==> config.mk <==
export PLATFORM = sky130hd
export DESIGN_NAME = fetch_stage
export DESIGN_NICKNAME = d
export VERILOG_FILES = /design/src/rtl/mips_pkg.sv /design/src/rtl/flopenrc.sv /design/src/rtl/fetch_stage.sv
export SDC_FILE = /design/constraint.sdc
export NUM_CORES = 1
export LEC_CHECK = 0
export ABC_CLOCK_PERIOD_IN_PS = 11100
export BUFFER_PORTS_ARGS = -buffer_cell sky130_fd_sc_hd__buf_2
export CORE_MARGIN = 3
export CORE_UTILIZATION = 50
export DETAILED_ROUTE_END_ITERATION = 8
export PLACE_DENSITY = 0.81
export SYNTH_ARGS = -nofsm -noshare
export SYNTH_HDL_FRONTEND = slang
export SYNTH_SLANG_ARGS = --single-unit
==> constraint.sdc <==
create_clock -name clk -period 11.1 [get_ports clk]
set_input_delay 0.555 -clock clk [delete_from_list [all_inputs] [get_ports clk]]
set_output_delay 0.555 -clock clk [all_outputs]
set_load 0.05 [all_outputs]
==> src/rtl/mips_pkg.sv <==
// mips_pkg: shared types and constants for the pipelined MIPS core
package mips_pkg;
  typedef enum logic [1:0] {FETCH, HOLD, DRAIN} fetch_state_t;
  localparam logic [31:0] NOP = 32'h0;
  localparam logic [5:0] OP_J = 6'b000010;
endpackage

==> src/rtl/flopenrc.sv <==
// flopenrc: register with enable, synchronous clear to zero and async active-high reset
// ports: clk, reset (async), en (load d), clear (sync zero, wins over en), d, q
module flopenrc #(
  parameter int WIDTH = 8
) (
  input  logic             clk,
  input  logic             reset,
  input  logic             en,
  input  logic             clear,
  input  logic [WIDTH-1:0] d,
  output logic [WIDTH-1:0] q
);
  always_ff @(posedge clk or posedge reset)
    if (reset) q <= '0;
    else if (clear) q <= '0;
    else if (en) q <= d;
endmodule

==> src/rtl/fetch_stage.sv <==
// fetch_stage: PC, variable-latency imem request/ack fetch FSM and IF/ID register
// ports: clk, reset (async), stallD/pcsrcD/jumpD/pcbranchD from Decode,
//        imem_req/imem_addr/imem_ack/imem_rdata memory handshake,
//        pcF, instrD, pcplus4D, opD, functD, validD to Decode, imissF miss flag
module fetch_stage import mips_pkg::*; #(
  parameter logic [31:0] RESET_PC = 32'h0000_0000
) (
  input  logic        clk,
  input  logic        reset,
  input  logic        stallD,
  input  logic        pcsrcD,
  input  logic        jumpD,
  input  logic [31:0] pcbranchD,
  output logic        imem_req,
  output logic [31:0] imem_addr,
  input  logic        imem_ack,
  input  logic [31:0] imem_rdata,
  output logic [31:0] pcF,
  output logic [31:0] instrD,
  output logic [31:0] pcplus4D,
  output logic [5:0]  opD,
  output logic [5:0]  functD,
  output logic        validD,
  output logic        imissF
);
  fetch_state_t state, state_n;
  logic [31:0] pc_n, ibuf, bufpc, redir_pc, target, pcplus4F;
  logic redirect, load, capture, latch_redir, clear;
  logic [32:0] ifid_q;
  assign pcplus4F = pcF + 32'd4;
  // Decode holds a bubble while draining, so its branch inputs are meaningless then
  assign redirect = (pcsrcD | jumpD) & ~stallD & (state != DRAIN);
  assign target = jumpD ? {pcplus4D[31:28], instrD[25:0], 2'b00} : pcbranchD;
  always_ff @(posedge clk or posedge reset)
    if (reset) state <= FETCH;
    else state <= state_n;
  always_comb begin
    state_n = state;
    pc_n = pcF;
    load = 1'b0;
    capture = 1'b0;
    latch_redir = 1'b0;
    case (state)
      FETCH:
        if (imem_ack) begin
          if (redirect) pc_n = target;
          else if (stallD) begin
            capture = 1'b1;
            state_n = HOLD;
          end else begin
            load = 1'b1;
            pc_n = pcplus4F;
          end
        end else if (redirect) begin
          latch_redir = 1'b1;
          state_n = DRAIN;
        end
      HOLD:
        if (!stallD) begin
          state_n = FETCH;
          pc_n = redirect ? target : pcplus4F;
          load = ~redirect;
        end
      DRAIN:
        if (imem_ack) begin
          state_n = FETCH;
          pc_n = redir_pc;
        end
      default: state_n = FETCH;
    endcase
  end
  always_ff @(posedge clk or posedge reset)
    if (reset) begin
      pcF <= RESET_PC;
      ibuf <= 32'h0;
      bufpc <= 32'h0;
      redir_pc <= 32'h0;
    end else begin
      pcF <= pc_n;
      if (capture) begin
        ibuf <= imem_rdata;
        bufpc <= pcplus4F;
      end
      if (latch_redir) redir_pc <= target;
    end
  assign imem_req = ~reset & (state != HOLD);
  assign imem_addr = pcF;
  assign imissF = (state == FETCH & ~imem_ack) | (state == DRAIN);
  // a non-stalled Decode that is not loading a real word sees a bubble; pcplus4D is only loaded with real words
  assign clear = ~stallD & ~load;
  flopenrc #(.WIDTH(33)) ifid_instr (
    .clk(clk), .reset(reset), .en(load), .clear(clear),
    .d({1'b1, state == HOLD ? ibuf : imem_rdata}), .q(ifid_q)
  );
  flopenrc #(.WIDTH(32)) ifid_pc (
    .clk(clk), .reset(reset), .en(load), .clear(1'b0),
    .d(state == HOLD ? bufpc : pcplus4F), .q(pcplus4D)
  );
  assign validD = ifid_q[32];
  assign instrD = ifid_q[31:0];
  assign opD = instrD[31:26];
  assign functD = instrD[5:0];
endmodule

==> Yosys cells after proc, flatten, opt, wreduce, memory -nomap -nowiden <==
Index checks and enable logic that the tools add are counted.
{ "op_classes": {"multipliers": 0, "mux": 31, "bitwise": 12, "n_lt_le_gt_ge": 0, "n_div": 0, "shifts": 0, "add_sub_neg": 1, "n_eq_ne": 11, "n_reduce_logical": 5} }
{ "op_table": {"columns": ["cell", "n"], "rows": [
  ["$mux W32", 9],
  ["$pmux W32 S3", 1],
  ["$mux W33", 2],
  ["$add A32 B3 Y32 const B", 1],
  ["$mux W2", 6],
  ["$ne A3 B3 Y1 const B", 4],
  ["$mux W1", 11],
  ["$reduce_and A5 Y1", 2],
  ["$ne A2 B2 Y1 const B", 4],
  ["$pmux W2 S3", 1],
  ["$and A1 B1 Y1", 5],
  ["$not A1 Y1", 5],
  ["$reduce_bool A3 Y1", 1],
  ["$eq A2 B1 Y1 const B", 1],
  ["$eq A2 B2 Y1 const B", 1],
  ["$logic_not A2 Y1", 1],
  ["$ne A2 B1 Y1 const B", 1],
  ["$or A1 B1 Y1", 2],
  ["$pmux W1 S2", 1],
  ["$reduce_bool A2 Y1", 1]
]} }
{ "word_totals": {"word_cells": 67, "register_bits": 195, "rom_bits": 0, "latchBits": 0, "ram_bits": 0, "inputBits": 70, "n_memories": 0} }

==> Depth between registers and ports, before layout <==
Gate-level depths: netlist of the first run.
{ "logic_depth": {"depth_word": 9, "ltp_mapped": 9, "ltp_nobuf": 6} }

==> Hierarchy <==
A second synthesis of the first run with hierarchy kept.
{ "hier_totals": {"hier_cells": 1085, "hier_area_um2": 10665.2} }
{ "modules_own_cells": {"columns": ["module", "seq_area_each_um2", "n_inst", "cells_each", "area_per_inst_um2"], "rows": [
  ["fetch_stage", 3253.1, 1, 873, 7966.4],
  ["flopenrc (ifid_instr)", 825.8, 1, 108, 1371.3],
  ["flopenrc (ifid_pc)", 800.8, 1, 104, 1327.5]
]} }

==> Worst setup path before layout of the first run <==
OpenSTA, ideal clock, no wires.
{ "synth_path": {"kind": "register to register", "startpoint": "register pcF[2], in the netlist imem_addr[2]", "endpoint": "register ifid_pc.q[24]", "t_required_ns": 10.969, "synth_period_minus_slack_ns": 2.394, "setup_slack_ns": 8.706, "stages_incl_launch_ff": 8, "setup_ns": 0.131, "path_buffers": 1, "arrival_ns": 2.263, "cell_sequence": "dfrtp_1 ha_1 and4_1 nand3_1 clkbuf_1 or2_2 a221oi_1 nor3_1"} }
{ "synth_via": {"elab_chain_len": 2} }
{ "synth_rtl": {"columns": ["item", "line", "rtl"], "rows": [
  ["start, declared", "fetch_stage.sv:18", "output logic [31:0] pcF,"],
  ["start signal, assigned", "fetch_stage.sv:79", "pcF <= pc_n;"],
  ["$add A32 B3 Y32", "fetch_stage.sv:30", "assign pcplus4F = pcF + 32'd4;"],
  ["$mux W32", "fetch_stage.sv:97", ".d(state == HOLD ? bufpc : pcplus4F), .q(pcplus4D)"],
  ["end signal, assigned", "flopenrc.sv:14", "if (reset) q <= '0;"],
  ["end signal, assigned", "flopenrc.sv:15", "else if (clear) q <= '0;"],
  ["end signal, assigned", "flopenrc.sv:16", "else if (en) q <= d;"],
  ["end, declared", "flopenrc.sv:11", "output logic [WIDTH-1:0] q"]
]} }
No other way between the ends.
A chain may end at the register's enable or synchronous reset.

==> Worst setup path in the final report of the first run <==
{ "layout_path": {"startpoint": "input jumpD", "endpoint": "register ifid_pc.q[20]"} }
{ "layout_via": {"elab_chain_len": 6} }
{ "layout_rtl": {"columns": ["item", "line", "rtl"], "rows": [
  ["start, declared", "fetch_stage.sv:12", "input logic jumpD,"],
  ["$or A1 B1 Y1 *", "fetch_stage.sv:32", "assign redirect = (pcsrcD | jumpD) & ~stallD & (state != DRAIN);"],
  ["$and A1 B1 Y1 * (2 in series)", "fetch_stage.sv:32", null],
  ["$mux W1 or $not A1 Y1 (tied branches)", "fetch_stage.sv:46, fetch_stage.sv:62", null],
  ["$mux W1 (on tied branches)", "fetch_stage.sv:45, fetch_stage.sv:59", null],
  ["$pmux W1 S2 *", "fetch_stage.sv:43", "case (state)"]
]} }
Every way passes the cells marked *; elsewhere a longest branch is shown, timed or not.

==> results of run 1 <==
sequential cells by signal (all words and copies together), names as in the netlist:
signal and cells:
ifid_instr.q 33, bufpc 32, ibuf 32, ifid_pc.q 32, imem_addr 32, redir_pc 32
state 2
routing by layer:
| layer | vias to the layer above | track usage | part of all wire |
|---|---|---|---|
| met2 | 381 | 0.3790 | 0.46 |
| met4 | 0 | 0.07291 | 0.017 |
| met5 | - | 0 | 0 |
| met3 | 38 | 0.06921 | 0.094 |
| met1 | 3947 | 0.3466 | 0.43 |
| li1 | 3846 | - | - |
cells by family (layout without fill, tap and decap cells):
| group | Yosys count | in the layout |
|---|---|---|
| xor gates and xnor gates | 18 | 18 |
| DFF | 195 | 195 |
| other | 0 | 1 |
| AOI/OAI and AO/OA | 261 | 261 |
| and+or+nand+nor | 315 | 315 |
| muxes | 108 | 108 |
| adders and majority gates | 1 | 1 |
| buffers and inverters | 128 | 262 |
worst max-delay path by stage:
stage | endpoint | depth (start not counted) | startpoint | slack (ns)
after floorplan | bufpc[0] | 1 | reset | 5.23
after global placement | ifid_pc.q[29] | 7 | jumpD | 7.43
after detailed placement | ifid_pc.q[22] | 7 | jumpD | 7.32
after CTS | ifid_pc.q[20] | 7 | jumpD | 7.74
after global routing | ifid_pc.q[20] | 7 | jumpD | 7.48
final | ifid_pc.q[20] | 7 | jumpD | 7.64
Yosys cell counts (3+ instances only):
master / count
dfrtp_1: 195
o21ai_0: 145
nand2_1: 138
mux2i_1: 65
nor2_1: 54
clkbuf_1: 49
buf_4: 47
a21oi_1: 46
mux2_2: 43
nand3_1: 34
nor3_1: 30
buf_2: 17
xnor2_1: 11
a31oi_1: 10
inv_1: 9
nand4_1: 9
nor4_1: 9
or3_1: 8
o211ai_1: 7
xor2_1: 7
a211oi_1: 6
and3_1: 6
buf_1: 5
o31a_1: 5
a2bb2oi_1: 4
nand2b_1: 4
o31ai_1: 4
or2_2: 4
or4_1: 4
a21o_1: 3
a221oi_1: 3
a22o_1: 3
and4_1: 3
o31a_2: 3
stage by stage:
step | std cells | util | setup WS [ns] | hold slack [ns]
2_1_floorplan | 1026 | - | 5.233 | 0.4418
3_3_place_gp | 1388 | 0.5612 | 7.425 | 0.4558
3_5_place_dp | 1388 | 0.5612 | 7.317 | 0.4650
4_1_cts | 1420 | 0.5943 | 7.736 | 0.3442
5_1_grt | 1421 | 0.5945 | 7.482 | 0.3543
6_report | 1421 | 0.5945 | 7.643 | 0.2796
critical path, cell delays in order:
cell and delay, ns:
buf_2 0.41, o21bai_1 0.91, nand3_2 0.72, buf_4 0.53, or3_1 0.41, o21ai_0 0.10, a21oi_1 0.07
report_power, final:
group          internal (mW)  leakage (nW)  switching, mW
logic                  0.366          2.46           1.03
registers              0.954          2.41          0.239
clock network          0.380         0.306          0.276
total                   1.70          5.18           1.55
final cells by class:
| type | count | area share |
|---|---|---|
| antenna | 1 | 0.0002213 |
| clock buffer | 21 | 0.04250 |
| clock inverter | 11 | 0.01328 |
| inverter | 9 | 0.003652 |
| multi-input combinational | 703 | 0.3801 |
| sequential | 195 | 0.4316 |
| tap | 260 | 0.02877 |
| timing repair buffer | 221 | 0.09982 |
==> results.md, run 1 <==
- Leakage: between 5 and 6 nW
- F_max: roughly 290 MHz
- Die Wd: 146.3 um
- Detailed Route Iter0 Violations: 682
- MaxCap Viol Count: 0
- Number of global-route vias before repair: between 7k and 8k
- Final TNS setup: 0 ns
- Fin. max-slew vios: 0
- Outcome: completed
- Initial Util: 0.5172
- Row count: 50
- Worst R2R Start: state[1]
- Commonest cells after routing, fill and taps aside: buf_2 (212), dfrtp_1 (195), o21ai_0 (145)
- Nets: approximately 1.2k
- Post-cts hold buffer count: 0
- Storage cell area: 4880 sq um
- Cts bufs inserted: 17
- Critical path type: input port to register
- Critical Path AT: ~3.8 ns
- Post-route ant nets: 0
- Via count: just over 8k
- Post-synthesis sequential area ratio: 0.4961
- Number of flops mapped to enable cells by yosys: 0
- Yosys reg bits: between 150 and 200
- Largest cells by area after synthesis: dfrtp_1 (50%), o21ai_0 (7.4%), mux2i_1 (6.6%), nand2_1 (5.3%), mux2_2 (4.9%)
- Core ar.: between 15000 and 20000 sq um
- PD cells: approximately 290 nW/um^2
- Antenna violations before repair: 1
- Routed WL: 26.71 mm
- IO Pins: about 210
- DP Area: 10670 sq um
- Final Hold Vio Count: 0
- DIE HEIGHT: 146.3 um
- Worst-margin pin slew: about 1 ns
- Setup Skew: 0.009887 ns
- Clock latency at the later pin of the worst-skew pair: between 0.4 and 0.5 ns
- Mapped Cells: ~1.0k
- Adder-Cell Fraction of Synth Area: 0.001272
- Setup bufs post-CTS: 0
- Min-Delay Path Class: input port to async pin
- RSZ-0062 raised after global routing: false
- Drt drc: 0
- Pwr Total: approximately 3.2 mW
- Post_cts resized: 0
- Async SR Flop Fraction: 1.000
- Compound-cell area share of the yosys netlist: 0.1546
- Most used DFF post-synth: dfrtp_1
- Clk sinks: ~200
- Crit Reg-Reg Endpoint: ifid_pc.q[24]
- Maximum VDD drop: 0.1512 mV
- Gr usage total: 0.2475
- CTS root buffer: clkbuf_16
- Worst-case reg-to-reg path depth: 6
- I/O Buffers: 212
- Register-to-Register Setup Slack: approximately 8 ns
- Reg clk slew, reported paths: 0.07 ns
- # setup viols final: 0
- Synth Cell Area: around 10000 sq um
- Fin area: roughly 11000 sq um
- Largest net degree at the start of global routing: 120
- Syn nets: 1097
- Pre-Repair DR Iteration Count: 6
- Yosys top cell area share: 0.4961
- Worst Path Required: ~11 ns
- Area of the multi-input gates: 4298 sq um
- Synth Warn #: 0
- CTS tree: yes
- DR WL/cell: roughly 19 um
- Area Overhead vs Synth: 14.95%
- Global-route wire length before repair: 42.75 mm
- H-tree depth: 4
- Commonest non-fill, non-tap cell in the layout: buf_2
- CP Launch Type: input port
- Fin crit period: 3.457 ns
- Congestion Overflow GR: 0
- Rel. slew slack: 0.3404
- Area leader, netlist: dfrtp_1
- Fillers: between 1.5k and 2k
- Clock Tree Buf Depth: 2
- HPWL after DPL: 18.13 mm
- CP Max Fanout: 46
- Avg Cell Area, Syn: ~9.6 sq um
- Global placement routability congestion: 0.8713
- Crit. End Element: register
- Xor/xnor share of the synthesized area: 0.01603
- Number of distinct library cells after synthesis: between 60 and 70
- Via density: 5.779
- Proportion of synthesized area in mux cells: 0.1154
- Die Area: 21390 sq um
- Layout cells sized above 1: 0.2741
- Synth Area in Simple Gates: 0.1476
- Final Cycle Share: 0.3114
- Largest family of logic cells by synthesized area: compound AO/OA/AOI/OAI gates
(Power assumes the default switching activity.)
==> run 2, diff against run 1 <==
--- a/config.mk
+++ b/config.mk
@@ -5,12 +5,12 @@
 export SDC_FILE = /design/constraint.sdc
 export NUM_CORES = 1
 export LEC_CHECK = 0
-export ABC_CLOCK_PERIOD_IN_PS = 11100
+export ABC_CLOCK_PERIOD_IN_PS = 2900
 export BUFFER_PORTS_ARGS = -buffer_cell sky130_fd_sc_hd__buf_2
 export CORE_MARGIN = 3
 export CORE_UTILIZATION = 50
 export DETAILED_ROUTE_END_ITERATION = 8
-export PLACE_DENSITY = 0.81
+export PLACE_DENSITY = 0.84
 export SYNTH_ARGS = -nofsm -noshare
 export SYNTH_HDL_FRONTEND = slang
 export SYNTH_SLANG_ARGS = --single-unit
==> constraint.sdc (replaced) <==
create_clock -name clk -period 2.9 [get_ports clk]
set_input_delay 0.145 -clock clk [delete_from_list [all_inputs] [get_ports clk]]
set_output_delay 0.145 -clock clk [all_outputs]
set_load 0.05 [all_outputs]
==> run 2 against run 1 <==
Compared with the run above: clock power increased to 3.6 times the previous value; worst setup slack worse by 7.1 ns; non-clock buffer count is 51 higher; die area unchanged; total power rose to 3.8 times the previous value; clock skew grew 0.0072 ns; combinational power grew to 3.9 times the previous value; clock-buffer cell count shrank 2; final cell count up 3.6%; critical endpoint is now imem_addr[29]; sequential share of layout area down 1.7 points.
==> results.md, run 2 (synthesized netlist as in run 1, its figures left out) <==
- HPWL after DPL: ~19 mm
- Crit path depth: 5
- Worst Path Required: 3.28 ns
- Clock latency at the later pin of the worst-skew pair: around 0.45 ns
- Initial Util: 0.5172
- Internal power: approximately 6.4 mW
- DIE HEIGHT: roughly 150 um
- Antenna violations before repair: 1
- Worst-margin pin slew: roughly 0.86 ns
- Comb power frac: 0.443
- Via density: 5.799
- Fin crit period: between 2 and 2.5 ns
- Number of global-route vias before repair: approximately 8.4k
- Sequential power share: 0.365
- IO Pins: 213
- Fillers: about 1.6k
- Outcome: completed
- Cells after DPL: around 1.4k
- Nets: around 1.3k
- Drt drc: 0
- Die Wd: about 150 um
- Area Overhead vs Synth: 19.55%
- Global placement routability congestion: 0.9046
- CTS root buffer: clkbuf_16
- Critical path type: register to register
- RSZ-0062 raised after global routing: false
- Via count: about 8.5k
- DR WL/cell: 18.82 um
- Final Cycle Share: 0.8286
- Clock Tree Buf Depth: 2
- CP max-delay cell: dfrtp_1
- Psw: around 6.0 mW
- Die Area: ~21000 sq um
- F_max: approximately 420 MHz
- I/O Buffers: approximately 210
- Post-Layout Cell Count: between 1k and 1.5k
- MaxCap Viol Count: 0
- CP delay by family, top: simple AND/OR/NAND/NOR gates
- Pre-Repair DR Iteration Count: 5
- Maximum VDD drop: roughly 0.7 mV
- Congestion Overflow GR: 0
- CTS tree: yes
- PD cells: around 1100 nW/um^2
- Final TNS setup: 0 ns
- H-tree depth: 4
- Clk sinks: approximately 200
- Row count: 50
- Final Hold Vio Count: 0
- Min-Delay Path Class: input port to register
- Net Sw Frac: 0.4850
- Global-route wire length before repair: between 40 and 50 mm
- Crit path largest cell delay: 0.51 ns
- Critical Path AT: approximately 2.8 ns
- Layout cells sized above 1: 0.2758
- Worst hold stages: 3
- Routed WL: approximately 28 mm
- Detailed Route Iter0 Violations: roughly 720
- CP Launch Type: register
- Top reg by flops: ifid_instr.q
- Commonest cells after routing, fill and taps aside: buf_2 (212), dfrtp_1 (195), o21ai_0 (145)
- Fin. max-slew vios: 0
- Commonest non-fill, non-tap cell in the layout: buf_2
- Rel. slew slack: 0.4283
- Largest net degree at the start of global routing: 128
- Setup Skew: 0.01705 ns
- Post-route ant nets: 0
- Reg clk slew, reported paths: approximately 0.080 ns
- Leakage: roughly 5.4 nW
- Gr usage total: 0.2585
- Worst-case reg-to-reg path depth: 5
- Crit path buf inv count: 0
- # setup viols final: 0
- Cts bufs inserted: 17
- Crit path cell chain: and4_1 > nand4_1 > or2_2 > o41ai_1 > a22o_1
- CP Max Fanout: 11
- Core ar.: 19020 sq um
- Crit. End Element: register
- Max reg flops: 33
- Clk network pwr share: 0.191
==> run 2: final timing paths <==
check | start | slack, ns | endpoint
hold / removal | pcbranchD[0] | 0.02 | redir_pc[0]
min in group asynchronous | reset | 0.47 | ifid_pc.q[9]
hold reg to reg | ifid_pc.q[4] | 0.48 | ifid_pc.q[4]
setup / recovery | imem_addr[14] | 0.50 | imem_addr[29]
setup reg to reg | imem_addr[14] | 0.50 | imem_addr[29]
max in group asynchronous | reset | 1.75 | redir_pc[4]
==> run 2: what timing repair did <==
action | CTS | global route
gates resized for setup | 0 | 0
buffers inserted | 0 | 0
hold buffers | 35 | 0
endpoints found under the hold margin | 164 | 0
==> run 2: power groups by stage <==
| stage | clock network, mW | logic [mW] | registers, mW |
|---|---|---|---|
| floorplan | 0 | 2.87 | 5.93 |
| global placement | 0 | 5.35 | 4.48 |
| detailed placement | 0 | 5.43 | 4.55 |
| CTS | 2.39 | 5.49 | 4.50 |
| global route | 2.50 | 5.83 | 4.66 |
| finish | 2.37 | 5.49 | 4.53 |
==> run 2: stage by stage <==
step	util	hold slack, ns	total power, mW	setup WS (ns)	cell area [sq um]
after floorplan	-	0.2568	8.794	0.2366	9839
after global placement	0.5686	0.3906	9.833	0.6594	10810
after global routing	0.6183	0.04815	13.00	0.4243	11760
after CTS	0.6182	0.02368	12.38	0.5838	11760
after detailed placement	0.5686	0.3946	9.977	0.6108	10810
final	0.6183	0.01530	12.39	0.4970	11760
==> run 2: layout make-up <==
type	instances	area (sq um)	share of cell area
sequential	195	4880	0.4150
antenna	1	2.502	0.0002128
clock inverter	13	138.9	0.01181
inverter	9	37.54	0.003192
timing repair buffer	272	1624	0.1381
multi-input combinational	703	4298	0.3655
tap	260	325.3	0.02767
clock buffer	19	452.9	0.03852
==> run 2: worst reg2reg max path, stage by stage, from the launching register on <==
cell and delay (ns):
dfrtp_1 0.51, and4_1 0.37, nand4_1 0.44, or2_2 0.49, o41ai_1 0.35, a22o_1 0.19
==> run 2: routing by layer <==
metal	share of wire	global-route usage	wire length, um	vias up
li1	-	-	-	3948
met1	0.43	0.3567	11890	4151
met2	0.46	0.4033	12870	383
met3	0.082	0.06456	2281	54
met4	0.024	0.08514	665	0
met5	0	0	0	-
